[src/rtl/tick_period_meter_pkg.sv]
// Shared types and defaults for the tick period meter.
package tick_period_meter_pkg;
  localparam int DEF_SRC_FREQ = 5000;
  localparam int DEF_CNT_W    = 32;

  typedef enum logic [1:0] {
    ST_IDLE,
    ST_ARM,
    ST_MEASURE,
    ST_STALL
  } state_t;
endpackage

[src/rtl/tick_period_meter_if.sv]
// Control/result bundle between a tick consumer and the period meter.
interface tick_period_meter_if #(
  parameter int CNT_W = tick_period_meter_pkg::DEF_CNT_W
);
  logic             enable;
  logic             tick_in;
  logic [CNT_W-1:0] period;
  logic [CNT_W-1:0] high_time;
  logic             period_valid;
  logic             locked;
  logic             stalled;

  modport master (
    output enable, tick_in,
    input  period, high_time, period_valid, locked, stalled
  );

  modport slave (
    input  enable, tick_in,
    output period, high_time, period_valid, locked, stalled
  );
endinterface

[src/rtl/tick_period_meter_sync_edge_det.sv]
// Multi-flop synchronizer for an async level, with registered rise/fall pulses.
module tick_period_meter_sync_edge_det #(
  parameter int SYNC_STAGES = 2
) (
  input  logic clk,
  input  logic rst_n,
  input  logic i_d,
  output logic o_rise,
  output logic o_fall
);
  logic [SYNC_STAGES-1:0] r_sync;
  logic                   r_lvl;
  logic                   r_rise;
  logic                   r_fall;
  logic                   w_sync;

  assign w_sync = r_sync[SYNC_STAGES-1];

  always_ff @(posedge clk) begin
    if (!rst_n) begin
      r_sync <= '0;
      r_lvl  <= 1'b0;
      r_rise <= 1'b0;
      r_fall <= 1'b0;
    end else begin
      r_sync <= {r_sync[SYNC_STAGES-2:0], i_d};
      r_lvl  <= w_sync;
      r_rise <= w_sync & ~r_lvl;
      r_fall <= ~w_sync & r_lvl;
    end
  end

  assign o_rise = r_rise;
  assign o_fall = r_fall;
endmodule

[src/rtl/tick_period_meter.sv]
// Measures period and high time of a slow async tick, tracks lock and stall.
module tick_period_meter
  import tick_period_meter_pkg::*;
#(
  parameter int SRC_FREQ    = DEF_SRC_FREQ,
  parameter int CNT_W       = DEF_CNT_W,
  parameter int SYNC_STAGES = 2,
  parameter int TIMEOUT     = SRC_FREQ * 2,
  parameter int TOL         = 1,
  parameter int LOCK_COUNT  = 3
) (
  input  logic                src_clk,
  input  logic                rst_n,
  tick_period_meter_if.slave  bus
);
  localparam int MC_W = (LOCK_COUNT < 1) ? 1 : $clog2(LOCK_COUNT + 1);
  localparam logic [MC_W-1:0]  LOCK_MC = MC_W'(LOCK_COUNT);
  localparam logic [CNT_W-1:0] TO_CNT  = CNT_W'(TIMEOUT);
  localparam logic [CNT_W-1:0] TOL_CNT = CNT_W'(TOL);

  logic w_rise, w_fall, w_high, w_match;
  logic [CNT_W-1:0] w_diff;
  logic [MC_W-1:0]  w_mc_inc;

  state_t           r_st, w_st;
  logic [CNT_W-1:0] r_cnt, w_cnt, r_hi_cnt, w_hi_cnt, r_prev, w_prev;
  logic [CNT_W-1:0] r_period, w_period, r_high_time, w_high_time;
  logic [MC_W-1:0]  r_mc, w_mc;
  logic             r_prev_vld, w_prev_vld, r_valid, w_valid;
  logic             r_locked, w_locked, r_stalled, w_stalled, r_in_high;

  tick_period_meter_sync_edge_det #(.SYNC_STAGES(SYNC_STAGES)) u_sync (
    .clk    (src_clk),
    .rst_n  (rst_n),
    .i_d    (bus.tick_in),
    .o_rise (w_rise),
    .o_fall (w_fall)
  );

  // Synchronized level rebuilt from the edge pulses: high from rise until fall.
  assign w_high   = w_rise | (r_in_high & ~w_fall);
  assign w_diff   = (r_cnt >= r_prev) ? (r_cnt - r_prev) : (r_prev - r_cnt);
  assign w_match  = r_prev_vld && (w_diff <= TOL_CNT);
  assign w_mc_inc = (r_mc >= LOCK_MC) ? r_mc : r_mc + 1'b1;

  always_comb begin
    w_st        = r_st;
    w_cnt       = r_cnt;
    w_hi_cnt    = r_hi_cnt;
    w_prev      = r_prev;
    w_prev_vld  = r_prev_vld;
    w_mc        = r_mc;
    w_period    = r_period;
    w_high_time = r_high_time;
    w_valid     = 1'b0;
    w_locked    = r_locked;
    w_stalled   = r_stalled;
    if (!bus.enable) begin
      w_st       = ST_IDLE;
      w_cnt      = '0;
      w_hi_cnt   = '0;
      w_mc       = '0;
      w_prev_vld = 1'b0;
      w_locked   = 1'b0;
      w_stalled  = 1'b0;
    end else begin
      case (r_st)
        ST_IDLE: w_st = ST_ARM;
        ST_ARM, ST_MEASURE: begin
          if (w_rise) begin
            w_st     = ST_MEASURE;
            w_cnt    = CNT_W'(1);
            w_hi_cnt = CNT_W'(1);
            if (r_st == ST_MEASURE) begin
              w_period    = r_cnt;
              w_high_time = r_hi_cnt;
              w_valid     = 1'b1;
              w_prev      = r_cnt;
              w_prev_vld  = 1'b1;
              w_mc        = w_match ? w_mc_inc : '0;
              w_locked    = w_match && (w_mc_inc >= LOCK_MC);
            end
          end else if (r_cnt >= TO_CNT) begin
            // Edge on the same cycle as the timeout is handled above and wins.
            w_st        = ST_STALL;
            w_cnt       = TO_CNT;
            w_mc        = '0;
            w_prev_vld  = 1'b0;
            w_period    = '0;
            w_high_time = '0;
            w_locked    = 1'b0;
            w_stalled   = 1'b1;
          end else begin
            w_cnt    = r_cnt + 1'b1;
            w_hi_cnt = r_hi_cnt + CNT_W'(w_high);
          end
        end
        ST_STALL: begin
          w_cnt = TO_CNT;
          if (w_rise) begin
            w_st      = ST_MEASURE;
            w_cnt     = CNT_W'(1);
            w_hi_cnt  = CNT_W'(1);
            w_stalled = 1'b0;
          end
        end
        default: w_st = ST_IDLE;
      endcase
    end
  end

  always_ff @(posedge src_clk) begin
    if (!rst_n) begin
      r_st        <= ST_IDLE;
      r_cnt       <= '0;
      r_hi_cnt    <= '0;
      r_prev      <= '0;
      r_prev_vld  <= 1'b0;
      r_mc        <= '0;
      r_period    <= '0;
      r_high_time <= '0;
      r_valid     <= 1'b0;
      r_locked    <= 1'b0;
      r_stalled   <= 1'b0;
      r_in_high   <= 1'b0;
    end else begin
      r_st        <= w_st;
      r_cnt       <= w_cnt;
      r_hi_cnt    <= w_hi_cnt;
      r_prev      <= w_prev;
      r_prev_vld  <= w_prev_vld;
      r_mc        <= w_mc;
      r_period    <= w_period;
      r_high_time <= w_high_time;
      r_valid     <= w_valid;
      r_locked    <= w_locked;
      r_stalled   <= w_stalled;
      r_in_high   <= w_high;
    end
  end

  assign bus.period       = r_period;
  assign bus.high_time    = r_high_time;
  assign bus.period_valid = r_valid;
  assign bus.locked       = r_locked;
  assign bus.stalled      = r_stalled;
endmodule
[src/flat_wrapper.sv]
// flat-port wrapper written by rule: the top's interface ports become plain ports
module tick_period_meter_flat import tick_period_meter_pkg::*;
#(
  parameter int SRC_FREQ    = DEF_SRC_FREQ,
  parameter int CNT_W       = DEF_CNT_W,
  parameter int SYNC_STAGES = 2,
  parameter int TIMEOUT     = SRC_FREQ * 2,
  parameter int TOL         = 1,
  parameter int LOCK_COUNT  = 3
)
  (src_clk, rst_n, bus_enable, bus_tick_in, bus_period, bus_high_time, bus_period_valid, bus_locked, bus_stalled);
  tick_period_meter_if #(.CNT_W(CNT_W)) bus_i ();
  input  logic src_clk;
  input  logic rst_n;
  input wire logic [$bits(bus_i.enable)-1:0] bus_enable;
  input wire logic [$bits(bus_i.tick_in)-1:0] bus_tick_in;
  output wire logic [$bits(bus_i.period)-1:0] bus_period;
  output wire logic [$bits(bus_i.high_time)-1:0] bus_high_time;
  output wire logic [$bits(bus_i.period_valid)-1:0] bus_period_valid;
  output wire logic [$bits(bus_i.locked)-1:0] bus_locked;
  output wire logic [$bits(bus_i.stalled)-1:0] bus_stalled;
  assign bus_i.enable = bus_enable;
  assign bus_i.tick_in = bus_tick_in;
  assign bus_period = bus_i.period;
  assign bus_high_time = bus_i.high_time;
  assign bus_period_valid = bus_i.period_valid;
  assign bus_locked = bus_i.locked;
  assign bus_stalled = bus_i.stalled;
  tick_period_meter #(.SRC_FREQ(SRC_FREQ), .CNT_W(CNT_W), .SYNC_STAGES(SYNC_STAGES), .TIMEOUT(TIMEOUT), .TOL(TOL), .LOCK_COUNT(LOCK_COUNT)) u_core (.src_clk(src_clk), .rst_n(rst_n), .bus(bus_i));
endmodule
[config.mk]
export PLATFORM = sky130hd
export DESIGN_NAME = tick_period_meter_flat
export DESIGN_NICKNAME = d
export VERILOG_FILES = /design/src/rtl/tick_period_meter_pkg.sv /design/src/rtl/tick_period_meter_if.sv /design/src/rtl/tick_period_meter_sync_edge_det.sv /design/src/rtl/tick_period_meter.sv /design/src/flat_wrapper.sv
export SDC_FILE = /design/constraint.sdc
export NUM_CORES = 1
export LEC_CHECK = 0
export CAP_MARGIN = 10
export CORE_UTILIZATION = 60
export CTS_CLUSTER_DIAMETER = 200
export DETAILED_ROUTE_END_ITERATION = 16
export PLACE_DENSITY_LB_ADDON = 0.08
export SLEW_MARGIN = 15
export SYNTH_ARGS = -nofsm -noshare
export SYNTH_HDL_FRONTEND = slang
export SYNTH_HIERARCHICAL = 1
export SYNTH_SLANG_ARGS = --single-unit
[constraint.sdc]
create_clock -name src_clk -period 4.8 [get_ports src_clk]
set_input_delay 0.72 -clock src_clk [delete_from_list [all_inputs] [get_ports src_clk]]
set_output_delay 0.72 -clock src_clk [all_outputs]
set_load 0.02 [all_outputs]
==> summary.log <==
qor: status.status finished clean
qor: logic_synthesis.synth.area.top_cells dfxtp_1 32%, ha_1 8.2%, nand2_1 6.9%
qor: route.route.detailed.wl_per_inst 18.9 um
qor: timing.maxClockFrequency 0.226 GHz
qor: setup_path.worst-endpoint-arrival 4790 ps
qor: route.drt-pass1-iter-count 6
qor: cells_and_area.area_growth_syn_to_layout 12.6%
qor: setup_path.crit_type reg2reg
qor: floorplanning.die_height 137 um
qor: global_route.grt_use_total 0.347
qor: place.dpl-instance-area 11600 um^2
qor: setup_path.crit_path_most_repeated_cell a21oi_1
qor: setup_path.critPathTopFamily simple AND/OR/NAND/NOR gates
qor: timing.rsz0062_at_grt no
qor: setup_path.timing.reg2reg.setup_slack 370 ps
qor: timing.slew_worst_pin 876 ps
qor: clock_tree.holdBufCountCts 0
qor: setup_path.cp_data_required_time 5150 ps
qor: setup_path.number_of_buffer_and_inverter_instances_along_the_worst_setup_path 1
qor: setup_path.path_depth 13
qor: timing.finalSetupViolations 0
qor: setup_path.cp-startpoint u_core/r_cnt[10]
qor: setup_path.critPathLaunchType register
qor: setup_path.crit-reg2reg-capture u_core/bus.locked
qor: clock_tree.clkTransAtPathRegs 70 ps
qor: setup_path.reg2reg_depth 13
qor: cells_and_area.post_route_cells_drive_above_1_share 0.0608
qor: setup_path.crit_path_cell_trace inv_1, ha_1, nand2_1, o21ai_0, a211oi_2, a21oi_1, nor2_2, o211a_1, or3b_2, nor4_1, nand4_1, or3_1, a21oi_1
qor: global_route.grt_max_degree 66
qor: logic_synthesis.asyncSetResetFlopFracSynth 0
qor: cells_and_area.number_of_diodes_added_for_antenna_fixing 0
qor: global_route.overflow 0
qor: power.max-vdd-ir-drop 0.243 mV
qor: setup_path.maximum_fanout_count_along_the_critical_path 13
qor: setup_path.regToRegStartpoint u_core/r_cnt[10]
qor: route.drt_drc_violations_left 0
qor: floorplanning.top_level_ports 71
qor: power.power_per_cell_area 247 nW/um^2
qor: logic_synthesis.synth_enable_flop_cells 0
qor: floorplanning.start_util 0.622
qor: route.detail_route.wirelength 31.9 mm
qor: logic_synthesis.yosys_register_bits 174
qor: timing.slew_violations 0
qor: clock_tree.cts_max_path_buffers 2
qor: setup_path.worst_path_largest_cell_delay 600 ps
qor: route.antenna_violating_nets_post_route 0
qor: timing.worst_clock_skew 14.1 ps
qor: setup_path.crit_slowest_cell ha_1
qor: clock_tree.clock_sinks 174
qor: logic_synthesis.synth_top_cell_area_share 0.320
qor: route.vias 10600
qor: logic_synthesis.synthTopCellsByCount 200 x nand2_1, 174 x dfxtp_1, 120 x a21oi_1
qor: logic_synthesis.dominantRegCellSynth dfxtp_1
qor: clock_tree.clock_latency 440 ps
qor: cells_and_area.finish.instance_area 12200 um^2
qor: floorplanning.area_of_the_die 18700 um^2
qor: global_route.antenna_found_initial 0
qor: place.globalplace.congestion 1.00
qor: route.first_iter_violations 947
qor: clock_tree.cts_setup_buffers 0
qor: route.via_per_inst 6.26
qor: cells_and_area.fin_nets 1527
qor: logic_synthesis.yosys.area.top_type dfxtp_1
qor: job.max_cap_violations 0
qor: floorplanning.die_width 137 um
qor: logic_synthesis.netlist_area 10900 um^2
qor: power.p_total 3.03 mW
qor: global_route.grt_pass1_vias 9780
qor: clock_tree.cts.htree.levels 4
qor: timing.finalSetupTns 0 ps
qor: setup_path.critPathCapture u_core/bus.locked
qor: logic_synthesis.yosysSeqAreaShare 0.320
qor: clock_tree.tritoncts yes
qor: global_route.grt_pass1_wl 50.8 mm
qor: floorplanning.rows 48
qor: power.power.leakage 4.59 nW
qor: timing.final-hold-violation-count 0
qor: logic_synthesis.synthesis.instances 1427
qor: logic_synthesis.synthMostInstantiatedCell nand2_1
qor: timing.fin_crit_sh 0.924
qor: place.place.detailed.hpwl 23.3 mm
qor: timing.finalWorstPathRequiredPeriod 4430 ps
qor: logic_synthesis.synthesis.nets 1504
qor: cells_and_area.final.fill_count 1426
qor: clock_tree.cts-root-buf clkbuf_16
qor: floorplanning.core-area 17500 um^2
qor: logic_synthesis.post_synth_num_cell_types 84
qor: worst_hold_path.hold_class reg2reg
qor: clock_tree.tritoncts.num_buffers 17
qor: place.portbufs 70
qor: logic_synthesis.postSynthAreaPerCell 7.62 um^2
qor: cells_and_area.core_utilization_of_the_finished_layout 0.700
qor: setup_path.critical_path.endpoint_type register
qor: timing.slew_headroom 0.414
qor: logic_synthesis.synth.yosys.warnings 6
registers in the layout (all words and copies together), names as in the netlist:
signal                   count
u_core/bus.period           32
u_core/r_cnt                32
u_core/u_sync/r_lvl          1
u_core/r_mc                  2
u_core/r_hi_cnt             32
u_core/bus.high_time        32
u_core/bus.stalled           1
u_core/r_prev_vld            1
u_core/u_sync/o_rise         1
u_core/r_prev               32
u_core/bus.period_valid      1
u_core/r_st                  2
u_core/u_sync/r_sync         2
u_core/u_sync/o_fall         1
u_core/bus.locked            1
u_core/r_in_high             1
timing repair:
action / CTS / global route
hold endpoints to repair: 0 / 0
setup endpoints to repair: 0 / 1
gates resized for setup: 0 / 1
through the flow:
step	hold slack (ps)	instances	setup slack, ps
3_5_place_dp	456	1656	481
3_3_place_gp	434	1656	630
6_report	461	1688	365
4_1_cts	466	1688	367
5_1_grt	480	1688	58.1
2_1_floorplan	426	1427	1280
tightest hold or removal path, stage by stage (launching register included):
cell	delay, ps
dfxtp_1	310
nand2_1	50
a21boi_0	60
area by class of cell:
| class | instances | area, um^2 | share of cell area |
|---|---|---|---|
| Timing Repair Buffer | 91 | 853 | 0.0697 |
| Multi-Input combinational cell | 1085 | 6720 | 0.549 |
| Clock buffer | 17 | 425 | 0.0348 |
| Tap cell | 225 | 282 | 0.0230 |
| Inverter | 81 | 304 | 0.0248 |
| Sequential cell | 174 | 3480 | 0.285 |
| Clock inverter | 15 | 170 | 0.0139 |
where the power goes:
part	internal (mW)	switching (mW)	total (mW)
registers	1.45	0.00636	1.45
logic	0.0673	0.130	0.197
clock network	0.703	0.674	1.38
kinds of logic (layout without fill, tap and decap cells):
kind of cell / after synthesis / in the layout / synth area share
simple gates: 541 / 541 / 0.235
compound gates: 419 / 419 / 0.254
flops: 174 / 174 / 0.320
buf+inv: 168 / 204 / 0.0621
fa+ha+maj: 73 / 73 / 0.0854
xor+xnor: 45 / 45 / 0.0362
mux: 7 / 7 / 0.00667
layout by cell type, fill, tap and decap left out, types with 10 or more instances in the layout:
cell | netlist | routed
nand2_1 | 200 | 199
dfxtp_1 | 174 | 173
a21oi_1 | 120 | 120
nand3_1 | 102 | 102
a21boi_0 | 97 | 97
nor2_1 | 82 | 82
inv_1 | 81 | 81
ha_1 | 71 | 70
clkdlybuf4s50_1 | 0 | 69
o21ai_0 | 69 | 69
nor3_1 | 36 | 36
nand4_1 | 29 | 29
xor2_1 | 24 | 24
xnor2_1 | 21 | 21
buf_4 | 4 | 21
a21o_1 | 19 | 19
clkbuf_16 | 0 | 17
and3_1 | 17 | 16
and2_1 | 13 | 13
o21a_1 | 13 | 13
nor4_1 | 11 | 11
o211ai_1 | 11 | 11
a211oi_1 | 10 | 10
or3_1 | 10 | 10
worst min path at each step:
stage | from | endpoint | cells past startpoint
finish | u_core/bus.high_time[25] | u_core/bus.high_time[25] | 2
global route | u_core/bus.period[16] | u_core/bus.period[16] | 2
CTS | u_core/bus.period[16] | u_core/bus.period[16] | 2
detailed placement | u_core/bus.high_time[24] | u_core/bus.high_time[24] | 2
global placement | u_core/u_sync/r_sync[0] | u_core/u_sync/r_sync[1] | 1
floorplan | u_core/u_sync/r_sync[0] | u_core/u_sync/r_sync[1] | 1
layer usage:
| layer | share of wire | vias to the layer above | wire length, um | track usage |
|---|---|---|---|---|
| li1 | - | 5066 | - | - |
| met1 | 0.45 | 5012 | 14400 | 0.476 |
| met2 | 0.46 | 425 | 14800 | 0.552 |
| met3 | 0.068 | 59 | 2160 | 0.0633 |
| met4 | 0.017 | 0 | 531 | 0.102 |
| met5 | 0 | - | 0 | 0 |
No activity file was read; power rests on OpenSTA's default activity.
==> edit, RTL diff (same flow settings) <==
`SYNC_STAGES` is set to 2 in 3 places; all go to 4.
--- a/src/rtl/tick_period_meter_sync_edge_det.sv
+++ b/src/rtl/tick_period_meter_sync_edge_det.sv
@@ -1,6 +1,6 @@
 // Multi-flop synchronizer for an async level, with registered rise/fall pulses.
 module tick_period_meter_sync_edge_det #(
-  parameter int SYNC_STAGES = 2
+  parameter int SYNC_STAGES = 4
 ) (
   input  logic clk,
   input  logic rst_n,
--- a/src/rtl/tick_period_meter.sv
+++ b/src/rtl/tick_period_meter.sv
@@ -4,7 +4,7 @@
 #(
   parameter int SRC_FREQ    = DEF_SRC_FREQ,
   parameter int CNT_W       = DEF_CNT_W,
-  parameter int SYNC_STAGES = 2,
+  parameter int SYNC_STAGES = 4,
   parameter int TIMEOUT     = SRC_FREQ * 2,
   parameter int TOL         = 1,
   parameter int LOCK_COUNT  = 3
--- a/src/flat_wrapper.sv
+++ b/src/flat_wrapper.sv
@@ -3,7 +3,7 @@
 #(
   parameter int SRC_FREQ    = DEF_SRC_FREQ,
   parameter int CNT_W       = DEF_CNT_W,
-  parameter int SYNC_STAGES = 2,
+  parameter int SYNC_STAGES = 4,
   parameter int TIMEOUT     = SRC_FREQ * 2,
   parameter int TOL         = 1,
   parameter int LOCK_COUNT  = 3
Check against the original RTL: not equivalent (Yosys sat finds a counterexample within 10 cycles, from zero or initial values and one cycle with rst_n low).
==> edit against the unedited design <==
  * Clock power barely moved
  * Setup slack got worse by 0.058 ns
  * Final area grew 0.66%
  * Sequential cell count up 2
  * Wire length decreased by 0.67%
  * Core utilization rose by 0.22 points
  * Area after synthesis rose by 0.51%
  * Combinational power is 4% lower
  * Total power up 0.34%
  * Critical endpoint unchanged
  * Largest cell class unchanged
  * Highest routed layer unchanged
==> edit: results (changes against the unedited design) <==
Global route
  – Tot GR Track Use: 34.2% (-0.48 points)
  – Met2 capacity usage during global routing: 54.0% (-1.3 points)
  – Met1 GRT Util: 47.6% (-0.078 points)
  – Largest net degree at the start of global routing: 103 (+56%)
  – Grt met3 use: 5.52% (-0.81 points)
  – First-pass GRT wire length: 50.6 mm (-0.46%)
  – Vias in the first global route: 9697 (-0.85%)

Critical path
  – Critical path arrival: 4.86 ns (+0.07 ns)
  – Worst path max stage delay: 0.53 ns (-0.07 ns)
  – Worst Setup SP: u_core/r_cnt[11]$_SDFFE_PN0P_
  – Worst Path Max Fanout: 15 (+2)

STA
  – Tmin final: 4.49 ns (+0.0584 ns)
  – Max-slew headroom: 28.9% (-13 points)
  – Hold WS: 0.448 ns (-0.0135 ns)
  – Clock skew: 0.0144 ns (+0.000297 ns)

Synth
  – Commonest cells in the synthesized netlist: nand2_1 (200), dfxtp_1 (176), a21oi_1 (120)
  – Mux cell area share after synthesis: 0.664% (-0.0034 points)
  – Synthesized area per cell: 7.64 um^2 (+0.23%)
  – Post-synthesis sequential area ratio: 32.2% (+0.20 points)
  – Post-synthesis xor/xnor area fraction: 3.61% (-0.018 points)

Final layout
  – Final Util: 70.3% (+0.22 points)
  – Final nets: 1530 (+0.20%)
  – Share of post-route cells with drive strength above 1: 6.00% (-0.081 points)
  – Filler instances: 1430 (+0.28%)

Placed design
  – Dpl cells: 1659 (+0.18%)
  – Worst Setup Slack post-DPL: 0.491 ns (+0.0102 ns)
  – Placed wire-length estimate: 23.2 mm (-0.70%)
  – Post-place instance area: 0.0117 mm^2 (+0.75%)

Drt
  – Wire length on met3: 2.29 mm (+6.5%)
  – Number of vias per cell: 6.29 (+0.53%)
  – Met1 Wirelength: 14.3 mm (-1.0%)
  – Met2 wire len: 14.4 mm (-2.7%)
  – Via count: 10637 (+0.71%)
  – Iteration-0 DRC Markers: 1151 (+22%)

Status
  – Status: complete, no violations

Worst hold path
  – Hold Crit Depth: 1 (-1)
  – Hold EP: u_core/u_sync/r_sync[3]$_SDFF_PN0_
  – Worst hold path startpoint: u_core/u_sync/r_sync[2]$_SDFF_PN0_

Pwr
  – Combinational power: 0.190 mW (-4%)
  – Leakage power: 4.62 nW (+0.70%)
  – Seq pwr share: 48.3% (+0.3 points)
  – Net Switching: 0.805 mW (-0.68%)
  – Worst IR Drop VDD: 0.000238 V (-2.2%)
## edit: changes by cell type in the layout (fill, tap and decap cells not counted), moves of 2 or more
cell | before | now
dfxtp_1 | 173 | 175
buf_16 | 0 | 2
inv_6 | 3 | 5
buf_4 | 21 | 18
and2_2 | 3 | 5
## edit: cells by family (layout without fill, tap and decap cells)
family          count (synthesis)  in the layout
mux                             7              7
buf+inv                       168            203
fa+ha+maj                      73             73
compound gates                419            419
flops                         176            176
xor+xnor                       45             45
simple gates                  543            543
## edit: layout make-up
| cell class | instances | area [um^2] | share of cell area [%] |
|---|---|---|---|
| well taps | 225 | 282 | 2.28 |
| clock buffers | 18 | 429 | 3.48 |
| repair buffers | 90 | 886 | 7.19 |
| flip-flops and latches | 176 | 3520 | 28.6 |
| inverters | 81 | 304 | 2.47 |
| clock inverters | 14 | 163 | 1.32 |
| multi-input cells | 1087 | 6730 | 54.7 |
